## src/rtl/cpu_pkg.sv

```systemverilog
// Shared definitions for the pipelined CPU: ALUOp/funct encodings, ALU operation
// and multiplier state types, plus small decode and forwarding helpers.
package cpu_pkg;

    localparam int XLEN  = 32;
    localparam int REG_W = 5;

    localparam logic [1:0] ALUOP_ADD   = 2'b00;
    localparam logic [1:0] ALUOP_SUB   = 2'b01;
    localparam logic [1:0] ALUOP_FUNCT = 2'b10;
    localparam logic [1:0] ALUOP_ADDI  = 2'b11;

    localparam logic [5:0] FUNCT_ADD = 6'h20;
    localparam logic [5:0] FUNCT_SUB = 6'h22;
    localparam logic [5:0] FUNCT_AND = 6'h24;
    localparam logic [5:0] FUNCT_OR  = 6'h25;
    localparam logic [5:0] FUNCT_SLT = 6'h2A;
    localparam logic [5:0] FUNCT_MUL = 6'h18;

    typedef enum logic [2:0] {
        ALU_ADD,
        ALU_SUB,
        ALU_AND,
        ALU_OR,
        ALU_SLT,
        ALU_MUL
    } alu_ctl_e;

    typedef enum logic [1:0] {
        MUL_IDLE,
        MUL_BUSY,
        MUL_DONE
    } mul_state_e;

    // Unknown funct codes fall back to add so a bad encoding never wedges the pipe.
    function automatic alu_ctl_e decodeAlu(input logic [1:0] aluOp, input logic [5:0] funct);
        alu_ctl_e ctl;
        ctl = ALU_ADD;
        case (aluOp)
            ALUOP_SUB: ctl = ALU_SUB;
            ALUOP_FUNCT: begin
                case (funct)
                    FUNCT_SUB: ctl = ALU_SUB;
                    FUNCT_AND: ctl = ALU_AND;
                    FUNCT_OR:  ctl = ALU_OR;
                    FUNCT_SLT: ctl = ALU_SLT;
                    FUNCT_MUL: ctl = ALU_MUL;
                    default:   ctl = ALU_ADD;
                endcase
            end
            default: ctl = ALU_ADD;
        endcase
        return ctl;
    endfunction

    function automatic logic [XLEN-1:0] selectForward(
        input logic [REG_W-1:0] idx,
        input logic             exmemOk,
        input logic [REG_W-1:0] exmemDest,
        input logic [XLEN-1:0]  exmemData,
        input logic             memwbWrite,
        input logic [REG_W-1:0] memwbRd,
        input logic [XLEN-1:0]  memwbData,
        input logic [XLEN-1:0]  rfData
    );
        logic [XLEN-1:0] value;
        value = rfData;
        if (exmemOk && exmemDest == idx) begin
            value = exmemData;
        end else if (memwbWrite && memwbRd != '0 && memwbRd == idx) begin
            value = memwbData;
        end
        return value;
    endfunction

endpackage

```

## src/rtl/seq_multiplier.sv

```systemverilog
// Iterative shift-add multiplier: one partial product per cycle over 32 cycles,
// low 32 bits of the product held in DONE for exactly one cycle.
module seq_multiplier
    import cpu_pkg::*;
(
    input  logic            clk_i,
    input  logic            rst_i,
    input  logic            start_i,
    input  logic [XLEN-1:0] a_i,
    input  logic [XLEN-1:0] b_i,
    output logic            busy_o,
    output logic            done_o,
    output logic [XLEN-1:0] product_o
);

    mul_state_e      state_q;
    logic [XLEN-1:0] multiplicand_q;
    logic [XLEN-1:0] multiplier_q;
    logic [XLEN-1:0] accum_q;
    logic [4:0]      count_q;
    logic            busy_q;
    logic            done_q;

    // Multiplicand shifts left and multiplier right so each step only inspects bit 0.
    always_ff @(posedge clk_i or posedge rst_i) begin
        if (rst_i) begin
            state_q        <= MUL_IDLE;
            multiplicand_q <= '0;
            multiplier_q   <= '0;
            accum_q        <= '0;
            count_q        <= '0;
            busy_q         <= 1'b0;
            done_q         <= 1'b0;
        end else begin
            case (state_q)
                MUL_IDLE: begin
                    if (start_i) begin
                        state_q        <= MUL_BUSY;
                        multiplicand_q <= a_i;
                        multiplier_q   <= b_i;
                        accum_q        <= '0;
                        count_q        <= '0;
                        busy_q         <= 1'b1;
                    end
                end
                MUL_BUSY: begin
                    if (multiplier_q[0]) begin
                        accum_q <= accum_q + multiplicand_q;
                    end
                    multiplicand_q <= multiplicand_q << 1;
                    multiplier_q   <= multiplier_q >> 1;
                    count_q        <= count_q + 5'd1;
                    if (count_q == 5'd31) begin
                        state_q <= MUL_DONE;
                        busy_q  <= 1'b0;
                        done_q  <= 1'b1;
                    end
                end
                MUL_DONE: begin
                    state_q <= MUL_IDLE;
                    done_q  <= 1'b0;
                end
                default: begin
                    state_q <= MUL_IDLE;
                    busy_q  <= 1'b0;
                    done_q  <= 1'b0;
                end
            endcase
        end
    end

    assign busy_o    = busy_q;
    assign done_o    = done_q;
    assign product_o = accum_q;

endmodule

```

## src/rtl/ex_stage.sv

```systemverilog
// Execute stage: operand forwarding, ALU control and ALU, the iterative multiplier
// and the EX/MEM pipeline register feeding the memory stage.
module ex_stage
    import cpu_pkg::*;
(
    input  logic             clk_i,
    input  logic             rst_i,
    input  logic             valid_i,
    input  logic [1:0]       wb_i,
    input  logic [1:0]       m_i,
    input  logic             reg_dst_i,
    input  logic [1:0]       alu_op_i,
    input  logic             alu_src_i,
    input  logic [XLEN-1:0]  rs_data_i,
    input  logic [XLEN-1:0]  rt_data_i,
    input  logic [XLEN-1:0]  imm_i,
    input  logic [REG_W-1:0] rs_i,
    input  logic [REG_W-1:0] rt_i,
    input  logic [REG_W-1:0] rd_i,
    input  logic             memwb_reg_write_i,
    input  logic [REG_W-1:0] memwb_rd_i,
    input  logic [XLEN-1:0]  memwb_data_i,
    output logic             stall_o,
    output logic             valid_o,
    output logic [1:0]       wb_o,
    output logic [1:0]       m_o,
    output logic [XLEN-1:0]  alu_result_o,
    output logic [XLEN-1:0]  store_data_o,
    output logic [REG_W-1:0] dest_o
);

    alu_ctl_e         aluCtl;
    logic             isMul;
    logic             mulStart;
    logic             mulBusy;
    logic             mulDone;
    logic [XLEN-1:0]  product;
    logic             exmemFwdOk;
    logic [XLEN-1:0]  opA;
    logic [XLEN-1:0]  rtFwd;
    logic [XLEN-1:0]  opB;
    logic [XLEN-1:0]  aluResult;

    logic             valid_q;
    logic [1:0]       wb_q;
    logic [1:0]       m_q;
    logic [XLEN-1:0]  result_q;
    logic [XLEN-1:0]  storeData_q;
    logic [REG_W-1:0] dest_q;

    assign aluCtl = decodeAlu(alu_op_i, imm_i[5:0]);
    assign isMul  = (aluCtl == ALU_MUL);

    // A load in EX/MEM has only an address, so it must not be forwarded.
    assign exmemFwdOk = valid_q && wb_q[1] && !m_q[1] && (dest_q != '0);

    assign opA   = selectForward(rs_i, exmemFwdOk, dest_q, result_q,
                                 memwb_reg_write_i, memwb_rd_i, memwb_data_i, rs_data_i);
    assign rtFwd = selectForward(rt_i, exmemFwdOk, dest_q, result_q,
                                 memwb_reg_write_i, memwb_rd_i, memwb_data_i, rt_data_i);
    assign opB   = alu_src_i ? imm_i : rtFwd;

    always_comb begin
        aluResult = opA + opB;
        case (aluCtl)
            ALU_SUB: aluResult = opA - opB;
            ALU_AND: aluResult = opA & opB;
            ALU_OR:  aluResult = opA | opB;
            ALU_SLT: aluResult = {31'd0, $signed(opA) < $signed(opB)};
            default: aluResult = opA + opB;
        endcase
    end

    assign mulStart = valid_i && isMul && !mulBusy && !mulDone;
    assign stall_o  = !rst_i && valid_i && isMul && !mulDone;

    seq_multiplier u_mul (
        .clk_i     (clk_i),
        .rst_i     (rst_i),
        .start_i   (mulStart),
        .a_i       (opA),
        .b_i       (opB),
        .busy_o    (mulBusy),
        .done_o    (mulDone),
        .product_o (product)
    );

    // While stalled the mul stays in ID/EX, so EX/MEM receives bubbles until DONE.
    always_ff @(posedge clk_i or posedge rst_i) begin
        if (rst_i) begin
            valid_q     <= 1'b0;
            wb_q        <= '0;
            m_q         <= '0;
            result_q    <= '0;
            storeData_q <= '0;
            dest_q      <= '0;
        end else if (stall_o) begin
            valid_q <= 1'b0;
            wb_q    <= '0;
            m_q     <= '0;
        end else begin
            valid_q     <= valid_i;
            wb_q        <= valid_i ? wb_i : 2'b00;
            m_q         <= valid_i ? m_i : 2'b00;
            result_q    <= mulDone ? product : aluResult;
            storeData_q <= rtFwd;
            dest_q      <= reg_dst_i ? rd_i : rt_i;
        end
    end

    assign valid_o      = valid_q;
    assign wb_o         = wb_q;
    assign m_o          = m_q;
    assign alu_result_o = result_q;
    assign store_data_o = storeData_q;
    assign dest_o       = dest_q;

endmodule
```

## config.mk

```make
export PLATFORM = sky130hd
export DESIGN_NAME = ex_stage
export DESIGN_NICKNAME = d
export VERILOG_FILES = /design/src/rtl/cpu_pkg.sv /design/src/rtl/seq_multiplier.sv /design/src/rtl/ex_stage.sv
export SDC_FILE = /design/constraint.sdc
export NUM_CORES = 1
export LEC_CHECK = 0
export CAP_MARGIN = 20
export CORE_MARGIN = 1
export CORE_UTILIZATION = 30
export CTS_BUF_LIST = sky130_fd_sc_hd__clkbuf_4 sky130_fd_sc_hd__clkbuf_8 sky130_fd_sc_hd__clkbuf_16
export CTS_CLUSTER_SIZE = 14
export DETAILED_ROUTE_END_ITERATION = 7
export PLACE_DENSITY_LB_ADDON = 0.2
export SYNTH_ARGS = -nofsm -noshare
export SYNTH_HDL_FRONTEND = slang
export SYNTH_HIERARCHICAL = 1
export SYNTH_SLANG_ARGS = --single-unit
```

## constraint.sdc

```tcl
create_clock -name clk_i -period 12.12 [get_ports clk_i]
set_clock_uncertainty 0.05 [all_clocks]
set_input_delay 2.424 -clock clk_i [delete_from_list [all_inputs] [get_ports clk_i]]
set_output_delay 2.424 -clock clk_i [all_outputs]
set_load 0.01 [all_outputs]
```

==> impl_results.md <==
- Most frequent cells in the layout: 282 x o21ai_0, 255 x nand2_1, 233 x clkdlybuf4s50_1, 181 x a21oi_1, 177 x dfrtp_1
- Vias/cell: 5.56
- Mux contribution to synthesized area: 4.64%
- Ratio of cells with drive above 1 in the final layout: 5.58%
- Area contributors post-synth: dfrtp_1 27%, ha_1 10%, o21ai_0 8.4%, nand2_1 5.7%, a21oi_1 5.4%
- Minimum clock period: 8610 ps
- WS Path Type: input port to output port
- Pin count of the biggest net entering global routing: 89
- DR WL/cell: 22.2 um
- CP Max Fanout: 28
- Mapped Area: 16700 um2
- Post-DP HPWL: 51600 um
- Post-CTS sizing: 0
- # IOs: 235
- Post-synth top area share: 26.8%
- Max-cap viol count: 0
- Synth cell types: 99
- CP required: 9650 ps
- Final period util: 71.0%
- Yosys warning total: 6
- Worst-path clk slew: 70 ps
- Hold Slack: 433 ps
- Synthesized area per cell: 7.84 um2
- Post-Syn Nets: 2430
- Post-synth top flop: dfrtp_1
- Slew headroom: 26.5%
- Biggest area consumer among synthesized cells: dfrtp_1
- Placed cells: 3010
- Antenna-violating nets left: 0
- PD cells: 96.0 nW/um2
- Fmax: 116 MHz
- Post-route setup TNS: 0 ps
- Slew @ Worst Pin: 1100 ps
- Total track usage: 23.4%
- TritonCTS clock tree: yes
- Post-synth EDFFs: 0
- Slew Limit Fails: 0
- Max VDD drop: 0.0759 mV
- DIE AREA: 56600 um2
- Total number of vias: 16928
- Final worst slack: 3510 ps
- Final setup fails: 0
- Compound-Gate Fraction of Synth Area: 32.0%
- Initial antenna violation count: 1
- RSZ-0062 raised after global routing: no
- Final Hold Fails: 0
- Post-Synth XOR/XNOR Area: 3.41%
- Nets: 2580
- Largest family of logic cells by synthesized area: compound AO/OA/AOI/OAI gates
- Worst Hold Class: flop to flop
- Vias in the first global route: 16069
- Initial DRC count: 1688
- Arrival @ worst endpoint: 6140 ps
- # H-tree levels: 4
- Die width: 238 um
- Sequential area share after synthesis: 26.8%
- Root buffer cell: clkbuf_16
- Total wire length: 67500 um
- Share of synthesized registers carrying an async set or reset: 100%
- I/O Buffers: 234
- #FFs+latches synth: 179
- Gpl congestion: 0.934
- Finished Layout Cells: 3044
- Clock buffer depth: 2
- Initial Util: 30.3%
- Critical path endpoint category: output port
- Chip Height: 238 um
- Worst skew pair latency: 480 ps
- CTS hold repair buffers: 0
- Num CTS Buffers: 17
- Lkg Pwr: 0.00810 uW
- Area growth syn-to-layout: 22.1%
- Post-Synth Simple-Gate Area: 17.0%
- Post-synthesis cell count: 2132
- Most common cell after layout, fill and taps aside: o21ai_0
- Total congestion overflow: 0
- Place WS: 3310 ps
- # DRC: 0
- Postcts setup bufs: 0
- Post-Synth Adder-Cell Area: 10.5%
- CTS Sinks: 179
- Core area: 55100 um2
- Startpoint Class: input port
- Status: completed
- First-pass GRT wire length: 101000 um
- FP Rows: 86
- First-pass detailed-route iteration total: 6
==> synth_stat cells (10+ instances only) <==
master / count
o21ai_0: 282
nand2_1: 255
a21oi_1: 181
dfrtp_1: 179
ha_1: 135
inv_1: 113
clkbuf_1: 109
nor2_1: 101
nor2b_1: 77
mux2i_1: 73
a22oi_1: 71
o21a_1: 51
xnor2_1: 45
a21o_1: 28
nor3_1: 25
nand3_1: 24
a31oi_1: 20
buf_1: 20
xor2_1: 20
o22ai_1: 19
a221oi_1: 17
o21bai_1: 17
nand2b_1: 16
a211oi_1: 15
and3_1: 12
nand4_1: 12
o31ai_1: 12
a31o_2: 11
o211ai_1: 11
nor4_1: 10
or3_1: 10
==> routing by layer <==
| layer | vias to the layer above | wire, um | track usage (%) |
|---|---|---|---|
| met1 | 8197 | 32800 | 34.4 |
| met2 | 631 | 28400 | 34.8 |
| met4 | 0 | 1090 | 5.42 |
| met3 | 69 | 5230 | 4.99 |
| li1 | 8031 | - | - |
| met5 | - | 0 | 0 |
==> sequential cells by signal (all words and copies together) (netlist names) <==
name                  count
u_mul/count_q             5
wb_o                      2
store_data_o             32
valid_o                   1
u_mul/busy_o              1
u_mul/state_q             2
u_mul/multiplier_q       32
u_mul/done_o              1
u_mul/multiplicand_q     32
u_mul/product_o          32
alu_result_o             32
m_o                       2
dest_o                    5
==> metrics by stage <==
stage | util, % | power (uW) | area (um2)
3_3_place_gp | 35.9 | 1360 | 19800
2_1_floorplan | - | 1050 | 16700
3_5_place_dp | 35.9 | 1360 | 19800
5_1_grt | 37.0 | 2060 | 20400
4_1_cts | 37.0 | 1970 | 20400
6_report | 37.0 | 1960 | 20400
==> power breakdown <==
part           internal [uW]  total, uW  switching, uW
clock network            295        595            300
logic                    291        659            367
registers                635        704           68.9
==> logic make-up after synthesis <==
kind of cell    Yosys count
fa+ha+maj               138
xor+xnor                 65
buf+inv                 248
mux                      77
simple gates            590
flops                   179
compound gates          835
==> path summary, 6_finish.rpt <==
path	startpoint	end	depth (start not counted)	slack [ps]
setup / recovery	imm_i[5]	stall_o	9	3510
hold / removal	store_data_o[28]	store_data_o[28]	2	430
setup reg to reg	dest_o[1]	alu_result_o[26]	21	5790
hold reg to reg	store_data_o[28]	store_data_o[28]	2	430
max in group asynchronous	rst_i	u_mul/product_o[25]	3	8070
min in group asynchronous	rst_i	alu_result_o[4]	2	2450
==> final cells by class <==
| cell class | instances | area [um2] |
|---|---|---|
| multi-input cells | 1705 | 11400 |
| clock buffers | 17 | 425 |
| inverters | 115 | 438 |
| fillers | 5741 | 34700 |
| flip-flops and latches | 179 | 4480 |
| clock inverters | 15 | 170 |
| well taps | 748 | 936 |
| repair buffers | 264 | 2580 |
| diodes | 1 | 2.50 |
==> worst max-delay path: stages <==
cell and delay, ps:
clkdlybuf4s50_1 570, nor3b_1 370, nand4b_1 140, a21boi_0 360
o21bai_4 70, buf_4 240, nor4_2 940, buf_4 400
clkdlybuf4s50_1 590
Power figures use the tool's default switching activity.
